[src/rtl/cache_arb_pkg.sv]
// Shared types for the cache port arbiter: requester IDs and cache op codes.
package cache_arb_pkg;

    typedef enum logic {
        REQ_IF  = 1'b0,
        REQ_MEM = 1'b1
    } req_id_t;

    localparam logic CACHE_READ  = 1'b0;
    localparam logic CACHE_WRITE = 1'b1;

endpackage

[src/rtl/cache_port_arbiter_tag_fifo.sv]
// In-order FIFO of requester IDs for outstanding cache requests.
module arb_tag_fifo
    import cache_arb_pkg::*;
#(
    parameter int DEPTH = 4
) (
    input  logic    clk,
    input  logic    rst_n,
    input  logic    push,
    input  req_id_t push_id,
    input  logic    pop,
    output logic    full,
    output logic    empty,
    output req_id_t head
);

    localparam int PW = $clog2(DEPTH);
    localparam int CW = PW + 1;

    req_id_t         mem_q [DEPTH];
    req_id_t         mem_d [DEPTH];
    logic [PW-1:0]   wr_ptr_q, wr_ptr_d;
    logic [PW-1:0]   rd_ptr_q, rd_ptr_d;
    logic [CW-1:0]   count_q, count_d;
    logic            push_ok, pop_ok;

    assign full  = (count_q == CW'(DEPTH));
    assign empty = (count_q == '0);
    assign head  = mem_q[rd_ptr_q];

    assign push_ok = push & ~full;
    assign pop_ok  = pop & ~empty;

    // Pointers are PW bits wide so they wrap modulo DEPTH on their own.
    always_comb begin
        mem_d    = mem_q;
        wr_ptr_d = wr_ptr_q;
        rd_ptr_d = rd_ptr_q;
        count_d  = count_q;
        if (push_ok) begin
            mem_d[wr_ptr_q] = push_id;
            wr_ptr_d        = wr_ptr_q + 1'b1;
        end
        if (pop_ok) begin
            rd_ptr_d = rd_ptr_q + 1'b1;
        end
        unique case ({push_ok, pop_ok})
            2'b10:   count_d = count_q + 1'b1;
            2'b01:   count_d = count_q - 1'b1;
            default: count_d = count_q;
        endcase
    end

    always_ff @(posedge clk or negedge rst_n) begin
        if (!rst_n) begin
            for (int i = 0; i < DEPTH; i++) begin
                mem_q[i] <= REQ_IF;
            end
            wr_ptr_q <= '0;
            rd_ptr_q <= '0;
            count_q  <= '0;
        end else begin
            mem_q    <= mem_d;
            wr_ptr_q <= wr_ptr_d;
            rd_ptr_q <= rd_ptr_d;
            count_q  <= count_d;
        end
    end

endmodule

[src/rtl/cache_port_arbiter.sv]
// Shares one cache port between IF and MEM requesters and routes responses.
// Define CACHE_ARB_ROUND_ROBIN_EN for round-robin ties (default: MEM wins).
module cache_port_arbiter
    import cache_arb_pkg::*;
#(
    parameter int ADDR_W = 32,
    parameter int DATA_W = 32,
    parameter int DEPTH  = 4
) (
    input  logic              clk,
    input  logic              reset,
    input  logic              if_req_valid,
    output logic              if_req_ready,
    input  logic [ADDR_W-1:0] if_req_addr,
    output logic              if_resp_valid,
    input  logic              if_resp_ready,
    output logic [DATA_W-1:0] if_resp_data,
    input  logic              mem_req_valid,
    output logic              mem_req_ready,
    input  logic [ADDR_W-1:0] mem_req_addr,
    input  logic              mem_req_op,
    input  logic [DATA_W-1:0] mem_req_write_data,
    output logic              mem_resp_valid,
    input  logic              mem_resp_ready,
    output logic [DATA_W-1:0] mem_resp_data,
    output logic              cache_valid_in,
    input  logic              cache_ready_in,
    output logic [ADDR_W-1:0] cache_addr_in,
    output logic              cache_op_in,
    output logic [DATA_W-1:0] cache_write_data_in,
    input  logic              cache_valid_out,
    output logic              cache_ready_out,
    input  logic [DATA_W-1:0] cache_data_out,
    output logic              err
);

    logic    full, empty;
    req_id_t head;
    logic    gnt_vld, is_mem, head_mem;
    req_id_t gnt_id;
    logic    accept, pop;
    logic    lock_q, lock_d;
    req_id_t lock_id_q, lock_id_d;
    logic    err_q, err_d;
`ifdef CACHE_ARB_ROUND_ROBIN_EN
    req_id_t last_grant_q, last_grant_d;
`endif

    always_comb begin
        gnt_vld = 1'b0;
        gnt_id  = REQ_IF;
        if (!full) begin
            if (lock_q) begin
                gnt_vld = 1'b1;
                gnt_id  = lock_id_q;
            end else if (if_req_valid && mem_req_valid) begin
                gnt_vld = 1'b1;
`ifdef CACHE_ARB_ROUND_ROBIN_EN
                gnt_id  = (last_grant_q == REQ_IF) ? REQ_MEM : REQ_IF;
`else
                gnt_id  = REQ_MEM;
`endif
            end else if (mem_req_valid) begin
                gnt_vld = 1'b1;
                gnt_id  = REQ_MEM;
            end else if (if_req_valid) begin
                gnt_vld = 1'b1;
                gnt_id  = REQ_IF;
            end
        end
    end

    assign is_mem = (gnt_id == REQ_MEM);

    // Gating with reset keeps every handshake output low while reset is held.
    assign cache_valid_in      = reset & gnt_vld;
    assign cache_addr_in       = is_mem ? mem_req_addr : if_req_addr;
    assign cache_op_in         = is_mem ? mem_req_op : CACHE_READ;
    assign cache_write_data_in = is_mem ? mem_req_write_data : '0;

    assign if_req_ready  = cache_valid_in & cache_ready_in & ~is_mem;
    assign mem_req_ready = cache_valid_in & cache_ready_in & is_mem;
    assign accept        = cache_valid_in & cache_ready_in;

    assign head_mem        = (head == REQ_MEM);
    assign cache_ready_out = reset &
        (empty | (head_mem ? mem_resp_ready : if_resp_ready));
    assign if_resp_valid   = reset & cache_valid_out & ~empty & ~head_mem;
    assign mem_resp_valid  = reset & cache_valid_out & ~empty & head_mem;
    assign if_resp_data    = cache_data_out;
    assign mem_resp_data   = cache_data_out;
    assign pop             = cache_valid_out & cache_ready_out & ~empty;
    assign err             = err_q;

    always_comb begin
        lock_d    = lock_q;
        lock_id_d = lock_id_q;
        if (cache_valid_in) begin
            lock_d    = ~cache_ready_in;
            lock_id_d = gnt_id;
        end
        err_d = err_q | (cache_valid_out & empty);
`ifdef CACHE_ARB_ROUND_ROBIN_EN
        last_grant_d = accept ? gnt_id : last_grant_q;
`endif
    end

    always_ff @(posedge clk or negedge reset) begin
        if (!reset) begin
            lock_q       <= 1'b0;
            lock_id_q    <= REQ_IF;
            err_q        <= 1'b0;
`ifdef CACHE_ARB_ROUND_ROBIN_EN
            last_grant_q <= REQ_IF;
`endif
        end else begin
            lock_q       <= lock_d;
            lock_id_q    <= lock_id_d;
            err_q        <= err_d;
`ifdef CACHE_ARB_ROUND_ROBIN_EN
            last_grant_q <= last_grant_d;
`endif
        end
    end

    arb_tag_fifo #(
        .DEPTH (DEPTH)
    ) u_tag_fifo (
        .clk     (clk),
        .rst_n   (reset),
        .push    (accept),
        .push_id (gnt_id),
        .pop     (pop),
        .full    (full),
        .empty   (empty),
        .head    (head)
    );

endmodule

[config.mk]
export PLATFORM = sky130hd
export DESIGN_NAME = cache_port_arbiter
export DESIGN_NICKNAME = d
export VERILOG_FILES = /design/src/rtl/cache_arb_pkg.sv /design/src/rtl/cache_port_arbiter_tag_fifo.sv /design/src/rtl/cache_port_arbiter.sv
export SDC_FILE = /design/constraint.sdc
export NUM_CORES = 1
export LEC_CHECK = 0
export CORE_AREA = 3 3 106 108
export DETAILED_ROUTE_END_ITERATION = 16
export DIE_AREA = 0 0 109 111
export GPL_TIMING_DRIVEN = 1
export SLEW_MARGIN = 20
export SYNTH_ARGS = -nofsm -noshare
export SYNTH_HDL_FRONTEND = slang
export SYNTH_SLANG_ARGS = --single-unit
[constraint.sdc]
create_clock -name clk -period 2.4 [get_ports clk]
set_input_delay 0.6 -clock clk [delete_from_list [all_inputs] [get_ports clk]]
set_output_delay 0.6 -clock clk [all_outputs]
set_load 0.005 [all_outputs]
Word level (Yosys, flattened, before mapping)
Index checks and enable logic that the tools add are counted.
- bits in registers: 14
- word-level logic and storage cells: 67
- output and inout bits: 136
- bits of input ports: 137
- equal/unequal tests: 3
- mux-type cells: 20
- magnitude comparators: 3
- $add $sub $neg: 4
- reduce and logical (&&, ||, !) cells: 4
- bitwise logic cells: 23
- operators with widths (operator ; count):
    two-way mux 32 bit ; 2
    bitwise AND 1 bit ; 14
    two-way mux 1 bit ; 14
    greater-or-equal comparator 3 bit (second input constant) ; 2
    NOT 2 -> 3 bit ; 2
    one-hot mux 3 bit (2 select lines) ; 1
    NOT 1 bit ; 5
    adder 2 x 1 -> 2 bit (second input constant) ; 2
    bitwise mux 4 bit ; 1
    adder 3 x 1 -> 3 bit (second input constant) ; 1
    == test 3 bit (second input constant) ; 1
    zero test 3 bit ; 1
    less-than comparator 3 x 1 -> 1 bit (second input constant) ; 1
    subtractor 3 x 1 -> 3 bit (second input constant) ; 1
    binary-select mux 1 bit (select 2 bit) ; 1
    demux 1 bit (select 2 bit) ; 1
    == test 2 x 1 -> 1 bit (second input constant) ; 1
    == test 2 bit (second input constant) ; 1
    logical AND 1 bit ; 2
    bitwise OR 1 bit ; 2
    nonzero test 2 bit ; 1

Longest topological paths before layout
- word-level depth: 12
- gate-level depth with buffers: 10
- depth with buffers taken out: 10

Modules after synthesis
From an unflattened synthesis, not the netlist that was laid out.
- cell total of the unflattened synthesis: 211
- area total of the unflattened synthesis: 2049.5 µm²
- modules (own cells, without submodules) (module ; instances ; seq. area each (µm²) ; cells an instance ; area an instance (µm²)):
    cache_port_arbiter ; 1 ; 75.1 ; 157 ; 1443.9
    arb_tag_fifo ; 1 ; 275.3 ; 54 ; 605.6

Least setup slack after synthesis
Ideal clock, no wire load.
- path kind: in2reg
- start: input mem_req_valid
- end: register u_tag_fifo.count_q[2]
- path buffers: 0
- slack: 127 ps
- setup time: 79 ps
- arrival time: 2193 ps
- required time: 2321 ps
- cell stages on the path: 9
- path through: o31ai_1 a21oi_4 nand2_4 ha_1 inv_1 fa_1 xor2_1 nor2_1 xor2_1
- cells in the longest elaborated chain, start to end: 9
- elaborated cells between the ends (all ways): 12
- those cells by class: eq/ne: 2; mux: 5; bitwise: 3; reduce/logical: 2
- ends and longest elaborated chain (what ; line ; RTL):
    start, declared ; cache_port_arbiter.sv:18 ; input logic mem_req_valid,
    two-way mux 1 bit / logical AND 1 bit (equally long branches) ; cache_port_arbiter.sv:63, cache_port_arbiter.sv:56 ;
    two-way mux 1 bit * ; cache_port_arbiter.sv:56 ; end else if (if_req_valid && mem_req_valid) begin
    two-way mux 1 bit * ; cache_port_arbiter.sv:53 ; if (lock_q) begin
    two-way mux 1 bit * ; cache_port_arbiter.sv:52 ; if (!full) begin
    bitwise AND 1 bit * ; cache_port_arbiter.sv:76 ; assign cache_valid_in = reset & gnt_vld;
    net cache_valid_in ; cache_port_arbiter.sv:26 ; output logic cache_valid_in,
    bitwise AND 1 bit * ; cache_port_arbiter.sv:83 ; assign accept = cache_valid_in & cache_ready_in;
    bitwise AND 1 bit * ; cache_port_arbiter_tag_fifo.sv:31 ; assign push_ok = push & ~full;
    == test 2 x 1 -> 1 bit / == test 2 bit (equally long branches) ; cache_port_arbiter_tag_fifo.sv:47 ; unique case ({push_ok, pop_ok})
    one-hot mux 3 bit (2 select lines) / nonzero test 2 bit (equally long branches) ; - ;
    end signal, assigned ; cache_port_arbiter_tag_fifo.sv:66 ; count_q <= count_d;
    end, declared ; cache_port_arbiter_tag_fifo.sv:24 ; logic [CW-1:0] count_q, count_d;
The timed path passes the listed nets; every way through them passes the cells marked *.
A chain may end at the register's enable or synchronous reset.

Final worst setup path
- start: register lock_q
- end: output cache_addr_in[10]
- cells in the longest elaborated chain, start to end: 3
- ends and longest elaborated chain (what ; line ; RTL):
    start, declared ; cache_port_arbiter.sv:42 ; logic lock_q, lock_d;
    start signal, assigned ; cache_port_arbiter.sv:117 ; lock_q <= lock_d;
    two-way mux 1 bit ; cache_port_arbiter.sv:53 ;
    two-way mux 1 bit ; cache_port_arbiter.sv:52 ;
    two-way mux 32 bit ; cache_port_arbiter.sv:77 ; assign cache_addr_in = is_mem ? mem_req_addr : if_req_addr;
    end, declared ; cache_port_arbiter.sv:28 ; output logic [ADDR_W-1:0] cache_addr_in,
Every way passes these cells.

==> impl_results.md <==
* Worst slack, placed at -0.6613 ns
* Unrepaired setup endpoints after global routing: yes
* Post-synth EDFFs at 0
* Hold-fix buffers, CTS at 0
* Critical setup path kind: register to output pin
* Post-route setup slack at -0.02984 ns
* Worst slew margin at 0.8244
* Critical Path RT at 1.80 ns
* Synth Net Count at 349
* CP arrival at 1.83 ns
* Worst R2R Path Depth at 12
* Achievable Freq at 411.6 MHz
* Register Area at 350.3 sq um
* Outcome: finished with violations
* Synth cell types at 30
* Switching pwr at 1269 uW
* Global route total overflow at 0
* Final Hold Fails at 0
* Hold slack at 0.4445 ns
* Starting density of the core at 0.1859
* GPL Wtd Cong at 0.7698
* Dpl cell area at 0.003480 sq mm
* Post-synth top area cell: buf_4
* Setup violators final at 13
* Routed via count at 1946
* Power share of the clock group at 0.049
* Area Growth Syn to Fin at 104.0%
* Die ar. at 0.01210 sq mm
* Largest net degree at the start of global routing at 17
* Flops & latches, synth at 14
* Die Y at 111 um
* Logic pwr share at 0.831
* Violated checks: setup timing
* Post-Syn Area at 0.001919 sq mm
* Pwr dens at 980.1 mW/mm^2
* Setup crit start: lock_q
* Final instance area at 0.003916 sq mm
* Post-synthesis average cell area at 9.317 sq um
* Fin. max-slew vios at 0
* Pint at 2569 uW
* Fin nets at 504
* Total GRT Usage at 0.1228
* Wirelength, routed at 8.025 mm
* Worst Setup End Kind: output pin
* Worst slew pin tran at 0.2628 ns
* Yosys top cell area share at 0.2503
* Synth Flop Type: dfrtp_1
* Share of cells above drive strength 1 at 0.4652
* Fillcell total at 1062
* Diode count at 0
* Count of max-cap constraint violations at 0
* # H-tree levels at 1
* Clock Latency Late Sink at 0.24 ns
* Vias in the first global route at 2099
* Root Driver: clkbuf_8
* Starting DRT DRC Count at 39
* P_leak at 0.001842 uW
* Fin crit period at 2.430 ns
* CTS tree: done
* FF-to-FF Start: lock_q
* Register area share after synthesis at 0.1825
* Period utilisation layout at 1.012
* Die Wd at 109 um
* Core Footprint at 0.01032 sq mm
* PortBufs at 176
* Setup Skew at 0.005278 ns
* Yosys warns at 0
* CTS sink cnt at 14
* DRC at 0
* Clk buf depth at 2
* Core Util, Final at 0.3793
* Crit path max fanout at 7
* Async SR Flop Fraction at 1.000
* First-pass GRT wire length at 11.58 mm
* Multi-input logic area at 0.001152 sq mm
* Hold Path Class: primary input to async pin
* TritonCTS buffer count at 3
* # rows at 37
* # IOs at 273
* Initial antenna violation count at 0
* Sw Ratio at 0.3307
* First drt pass iteration count at 3
* Top post-synthesis cells by area: buf_4 (25%), dfrtp_1 (18%), mux2_2 (18%)
* HPWL Detailed at 5.904 mm
* DR WL/cell at 16.21 um
* Clock transition at the registers of the reported paths at 0.06 ns
* Peak supply drop at 0.0003557 V
* Avg Vias per Cell at 3.931
* Reg power frac at 0.121
* Worst Setup Start Kind: register
* Cells after Synth at 206
* Routed Antenna Nets at 0
timing repair:
item | in CTS | in global routing
pin swaps | 1 | 4
buffers inserted | 20 | 2
cloned | 7 | 1
gates resized for setup | 313 | 40
endpoints found under the setup margin | 72 | 54
cells in the mapped netlist (2+ instances only):
cell type	count
buf_4	64
nand3_1	4
buf_6	3
and2_1	33
o31ai_1	2
mux2_2	30
mux2_1	7
dfrtp_1	14
xnor2_1	2
mux2i_1	8
clkbuf_1	2
clkbuf_2	2
xor2_1	3
ha_1	5
inv_1	8
nor2_1	4
a21oi_4	2
cell families (layout without fill, tap and decap cells):
logic type,Yosys count,count (layout),share of synthesized area
AOI/OAI and AO/OA,9,9,0.04368
buffers and inverters,79,232,0.2927
xor gates and xnor gates,5,5,0.02282
and+or+nand+nor,48,48,0.1565
adders and majority gates,6,6,0.04303
muxes,45,45,0.2588
DFF,14,14,0.1825
final timing paths:
| check | endpoint | slack, ns |
|---|---|---|
| hold reg to reg | err | 0.50 |
| max in group asynchronous | u_tag_fifo.rd_ptr_q[0] | 1.80 |
| hold / removal | u_tag_fifo.count_q[0] | 0.44 |
| min in group clk | err | 0.50 |
| setup / recovery | cache_addr_in[10] | -0.03 |
| setup reg to reg | u_tag_fifo.count_q[2] | 0.18 |
state kept, by name (all words and copies together), names as in the netlist:
signal	cells
lock_id_q	1
u_tag_fifo.rd_ptr_q	2
u_tag_fifo.wr_ptr_q	2
u_tag_fifo.mem_q	4
lock_q	1
err	1
u_tag_fifo.count_q	3
power groups by stage:
stage	clock network [uW]	logic, uW	registers (uW)
2_1_floorplan	0	1100	441
3_3_place_gp	0	2220	440
3_5_place_dp	0	2240	445
4_1_cts	194	3170	458
5_1_grt	206	3430	475
6_report	187	3190	463
area by class of cell:
class | instances | share of cell area
inverters | 8 | 0.007668
repair buffers | 221 | 0.5546
clock buffers | 3 | 0.01054
flip-flops and latches | 14 | 0.08946
well taps | 136 | 0.04345
multi-input cells | 113 | 0.2943
worst max-delay path: stages, from the launching register on:
cell	delay, ns
dfrtp_1	0.41
mux2i_4	0.20
a21oi_4	0.14
buf_12	0.18
buf_12	0.12
buf_16	0.11
mux2_4	0.31
buf_6	0.12
metal layers:
metal / wire [um] / part of all wire / track usage / up-vias
met3: 873 / 0.11 / 0.03727 / 23
met1: 2833 / 0.35 / 0.1275 / 878
li1: - / - / - / 921
met4: 194 / 0.024 / 0.03788 / 0
met2: 4123 / 0.51 / 0.2301 / 124
met5: 0 / 0 / 0 / -
cell usage in the layout, fill, tap and decap left out, types with 2 or more instances in the layout:
cell,netlist,final
and2_1,33,24
buf_4,64,21
buf_2,0,37
dlygate4sd2_1,0,5
nand3_1,4,4
nor2_1,4,4
mux2i_1,8,5
xnor2_1,2,2
buf_16,0,5
dfrtp_1,14,14
a21oi_4,2,2
inv_1,8,8
xor2_1,3,3
mux2_2,30,9
clkdlybuf4s50_1,0,102
ha_1,5,5
mux2_1,7,2
buf_12,0,6
buf_6,3,35
clkdlybuf4s15_1,0,3
o31ai_1,2,2
mux2i_2,0,2
clkbuf_2,2,5
mux2_4,0,26
clkbuf_8,0,3
and2_4,0,9
metrics by stage:
| step | TNS [ns] | std cells | power, uW |
|---|---|---|---|
| 3_3_place_gp | -37.79 | 465 | 2656 |
| 6_report | -0.3117 | 495 | 3838 |
| 4_1_cts | -1.253 | 495 | 3826 |
| 2_1_floorplan | 0 | 206 | 1539 |
| 3_5_place_dp | -39.95 | 465 | 2689 |
| 5_1_grt | -1.087 | 495 | 4110 |
Power figures use the tool's default switching activity.
==> RTL change 1: new RTL, config.mk and constraints unchanged <==
The option `CACHE_ARB_ROUND_ROBIN_EN` is turned on by a define.
--- a/src/rtl/cache_port_arbiter.sv
+++ b/src/rtl/cache_port_arbiter.sv
@@ -1,5 +1,7 @@
 // Shares one cache port between IF and MEM requesters and routes responses.
 // Define CACHE_ARB_ROUND_ROBIN_EN for round-robin ties (default: MEM wins).
+`define CACHE_ARB_ROUND_ROBIN_EN
+
 module cache_port_arbiter
     import cache_arb_pkg::*;
 #(
Formal check against the unedited RTL: not equivalent (Yosys sat finds a counterexample within 4 cycles, from zero or initial values and one cycle with reset low).
==> RTL change 1 against the unedited design <==
The run still ends with setup timing left; count of clock-buffer cells in the layout increased by 1; power increased by 17%; sequential power increased by 4%; setup slack got worse by 0.17 ns; cell area increased by 11%; clock power increased by 8%; sequential cell count increased by 1; sequential share of layout area decreased by 0.30 points; synthesized area increased by 1.5%; utilization increased by 4.3 points; register-to-register slack got worse by 0.04 ns; routed wire length increased by 11%.
==> RTL change 1: results (changes against the unedited design) <==
outcome:
  outcome: "complete, but fails checks"
  violations: "setup timing"
power_and_ir_drop:
  ir_drop_mv: 0.566  # +59%
  total_power_uw: 4490  # +17%
  p_comb_uw: 3810  # +19%
  pg_clk_uw: 202  # +8%
  p_int_uw: 3080  # +20%
yosys:
  synthTopCellsByCount: "buf_4, and2_1, mux2_2"
  synth_mux_area_share_pct: 26.1  # +0.26 points
  synth_cell_type_count: 31  # +3.3%
  syn_area_mm2: 0.00195  # +1.5%
  synth-xor-area-share_pct: 2.25  # -0.034 points
  synth_fa_ha_area_share_pct: 4.24  # -0.064 points
  ys_seq_area_share_pct: 19.3  # +1.0 points
  synth_fp_nets: 351  # +0.57%
routing:
  firstDrtPassIters: 4  # +1
  met2_length_mm: 4.20  # +1.9%
  wl_met3_mm: 1.23  # +40%
  drtIter0Drc: 52  # +33%
  vias: 2028  # +4.2%
  wirelength_mm: 8.88  # +11%
setup_path:
  max_stage_delay_ns: 0.34  # -0.07 ns
  r2r_slack_ns: 0.14  # -0.04 ns
  cp_data_arrival_time_ns: 2.00  # +0.17 ns
  critPathSlowestCell: "mux2_4"
  cp_max_fo: 6  # -1
  endpoint: "cache_addr_in[13]"
final_layout:
  layoutNonFillerInstCount: 507  # +2.4%
  clock_area_share_pct: 1.03  # -0.021 points
  layout.area.seq_um2: 377  # +7.5%
  bufAreaShareNonClock_pct: 57.3  # +1.9 points
  seq_area_share_pct: 8.64  # -0.30 points
  multi_input_area_share_pct: 28.6  # -0.86 points
  seq_cells: 15  # +1
  clkbuf_count: 4  # +1
  buffers_excl_clock: 230  # +4.1%
  inv_count: 6  # -2
  fillCellCount: 1003  # -5.6%
  nets: 515  # +2.2%
  multi_input_gates: 116  # +2.7%
sta:
  setup_viol: 38  # +25
  skew_ns: 0.000922  # -0.00436 ns
  setup_ws_ns: -0.201  # -0.172 ns
place:
  gp_congestion: 0.752  # -2.4%
  dp_slack_ns: -0.890  # -0.228 ns
  dp.final_hpwl_mm: 6.37  # +7.8%
  placed_cell_area_mm2: 0.00354  # +1.8%
  dp_cells: 472  # +1.5%
global_route:
  grt.met2_usage_pct: 22.5  # -0.49 points
  gr-usage-met3_pct: 5.82  # +2.1 points
  grtUsageTotal_pct: 13.4  # +1.2 points
  antenna_found_initial: 0  # unchanged
  grt_max_degree: 12  # -5
[RTL change 1: changes by cell type in the layout (fill, tap and decap cells not counted), moves of 4 or more]
cell / before / now
and2_1: 24 / 2
and2_4: 9 / 31
buf_2: 37 / 2
buf_4: 21 / 30
buf_6: 35 / 72
buf_8: 0 / 4
clkbuf_2: 5 / 0
mux2_4: 26 / 32
[RTL change 1: worst register-to-register path, stage by stage, from the launching register on]
cell	delay [ns]
dfrtp_2	0.41
mux2i_2	0.27
mux2i_1	0.14
mux2i_1	0.16
buf_4	0.15
nor2_2	0.07
ha_2	0.17
inv_1	0.05
fa_2	0.33
xor2_1	0.15
nor2_1	0.14
xor2_1	0.15
[RTL change 1: timing repair]
action,CTS,global route
buffers inserted,28,3
cloned,10,0
endpoints found under the setup margin,72,70
resized for setup,417,29
pin swaps,30,16
==> RTL change 2: new RTL, config.mk and constraints unchanged <==
Without the edit above. Make the reset (`reset` and `rst_n`) synchronous in 2 clocked blocks.
--- a/src/rtl/cache_port_arbiter_tag_fifo.sv
+++ b/src/rtl/cache_port_arbiter_tag_fifo.sv
@@ -51,7 +51,7 @@
         endcase
     end
 
-    always_ff @(posedge clk or negedge rst_n) begin
+    always_ff @(posedge clk) begin
         if (!rst_n) begin
             for (int i = 0; i < DEPTH; i++) begin
                 mem_q[i] <= REQ_IF;
--- a/src/rtl/cache_port_arbiter.sv
+++ b/src/rtl/cache_port_arbiter.sv
@@ -105,7 +105,7 @@
 `endif
     end
 
-    always_ff @(posedge clk or negedge reset) begin
+    always_ff @(posedge clk) begin
         if (!reset) begin
             lock_q       <= 1'b0;
             lock_id_q    <= REQ_IF;
Function: differs if reset is asserted again (counterexample within 4 cycles, from zero or initial values and one cycle with reset low); with reset held inactive, the same outputs for 10 cycles.
==> RTL change 2 against the unedited design <==
Register-to-register slack worse by 0.21 ns; sequential cell count unchanged; non-clock buffer count down 15; synthesized area up 5.1%; count of clock-buffer cells in the layout up 1; critical path depth up 2; cell area down 6.3%; hold slack better by 0.019 ns; routed wire length up 17%; the run still ends with setup timing left; global-route usage up 2.0 points; setup slack worse by 0.0013 ns.
Power is not compared: it rests on default switching activity, and its combinational part moved more than twofold at a synthesized area within 25%.
==> RTL change 2: results (changes against the unedited design) <==
outcome:
  outcome: "complete, but fails checks"
  violations: "setup timing"
global_route:
  grt_max_degree: 35  # +18
  grt_pass1_wl_mm: 13.2  # +14%
  grt_pass1_vias: 2128  # +1.4%
  antenna_found_initial: 1  # +1
  grtUsageTotal_pct: 14.3  # +2.0 points
sta:
  setup_ws_ns: -0.0312  # -0.00135 ns
  setup_viol: 1  # -12
  skew_ns: 0.00482  # -0.000458 ns
  worstMarginPinSlew_ns: 0.287  # +0.0241 ns
  setup_tns_ns: -0.0312  # +0.280 ns
  hold_slack_ns: 0.464  # +0.0191 ns
setup_path:
  rr_worst_depth: 9  # -3
  r2r-end: "u_tag_fifo.count_q[2]"
  rr_startpoint: "u_tag_fifo.rd_ptr_q[0]"
  cp_data_arrival_time_ns: 2.59  # +0.76 ns
  cp_max_fo: 3  # -4
clocking:
  cts_buffer_depth: 2  # unchanged
  cts_root_buffer: "clkbuf_8"
  cts_buffers: 3  # unchanged
yosys:
  ys_seq_area_share_pct: 13.9  # -4.4 points
  synth_fp_nets: 366  # +4.9%
  synthTopCellsByArea: "buf_4, mux2_4, dfxtp_1"
  synth-async-reset-ratio_pct: 0  # -100 points
  synthTopCellsByCount: "buf_4, and3_1, mux2_4"
  synth_cell_type_count: 33  # +10%
  syn_avg_cell_area_um2: 9.04  # -2.9%
  ys_warn_count: 0  # unchanged
  synth_ff_type: "dfxtp_1"
routing:
  viasPerCell: 4.09  # +4.0%
  vias: 2024  # +4.0%
  wl_per_cell_um: 18.9  # +17%
  firstDrtPassIters: 4  # +1
  drtIter0Drc: 44  # +13%
  ant_nets: 0  # unchanged
power_and_ir_drop:
  ir_drop_mv: 0.270
place:
  placed_cell_area_mm2: 0.00356  # +2.2%
  gp_congestion: 0.794  # +3.1%
  dp_cells: 480  # +3.2%
  dp.final_hpwl_mm: 7.69  # +30%
final_layout:
  top_regs: "u_tag_fifo.mem_q: 4 flops, u_tag_fifo.count_q: 3 flops"
  nets: 502  # -0.40%
  drive_gt1_share_pct: 37.7  # -8.8 points
min_path:
  min_path_type: "flip-flop to flip-flop"
RTL change 2: layout make-up:
type                       count  area [um^2]
clock buffer                   4         55.1
inverter                       7         26.3
timing repair buffer         206         1930
multi-input combinational    127         1200
fill                        1053         6650
antenna                        1         2.50
sequential                    14          282
tap                          136          170
RTL change 2: metal layers:
metal | part of all wire, % | vias up | GRT usage (%)
li1 | - | 960 | -
met1 | 36 | 916 | 15.1
met2 | 50 | 144 | 25.6
met3 | 14 | 4 | 7.22
met4 | 0.43 | 0 | 2.36
met5 | 0 | - | 0
RTL change 2: through the flow:
step | utilization, % | worst slack (ns)
2_1_floorplan | - | 0.0164
3_3_place_gp | 34.4 | -0.849
3_5_place_dp | 34.4 | -0.852
4_1_cts | 35.6 | -0.0424
5_1_grt | 35.5 | -0.130
6_report | 35.5 | -0.0312
RTL change 2: worst max path at each step:
stage | slack, ns | startpoint | to | cells past startpoint
after floorplan | 0.02 | u_tag_fifo.rd_ptr_q[0] | u_tag_fifo.count_q[2] | 9
after global placement | -0.85 | mem_req_valid | cache_addr_in[11] | 5
after detailed placement | -0.85 | mem_req_valid | cache_addr_in[11] | 5
after CTS | -0.04 | u_tag_fifo.rd_ptr_q[0] | u_tag_fifo.count_q[2] | 9
after global routing | -0.13 | u_tag_fifo.rd_ptr_q[0] | u_tag_fifo.count_q[2] | 9
final | -0.03 | u_tag_fifo.rd_ptr_q[0] | u_tag_fifo.count_q[2] | 9
RTL change 2: what timing repair did:
item / in CTS / in global routing
buffers inserted: 6 / 0
pin swaps: 6 / 0
endpoints found under the setup margin: 73 / 26
resized for setup: 223 / 22
hold buffers: 0 / 0
gates cloned: 4 / 0
RTL change 2: where the power goes:
group	internal, uW	total (uW)	switching, uW
clock network	145	221	76.0
logic	498	743	245
registers	247	255	8.44
RTL change 2: cells by family after synthesis:
family / count (synthesis) / synth area share (%)
adders and majority gates: 6 / 4.09
AOI/OAI and AO/OA: 10 / 3.91
buffers and inverters: 83 / 28.9
and+or+nand+nor: 65 / 18.4
DFF: 14 / 13.9
muxes: 42 / 29.5
xor gates and xnor gates: 3 / 1.30
RTL change 2: worst max-delay path, stage by stage, from the launching register on:
cell,delay [ns]
dfxtp_2,0.34
mux4_2,0.56
mux2i_2,0.20
nor2_2,0.11
ha_2,0.19
inv_2,0.04
fa_2,0.32
xor2_1,0.15
or3_1,0.31
a21boi_1,0.14
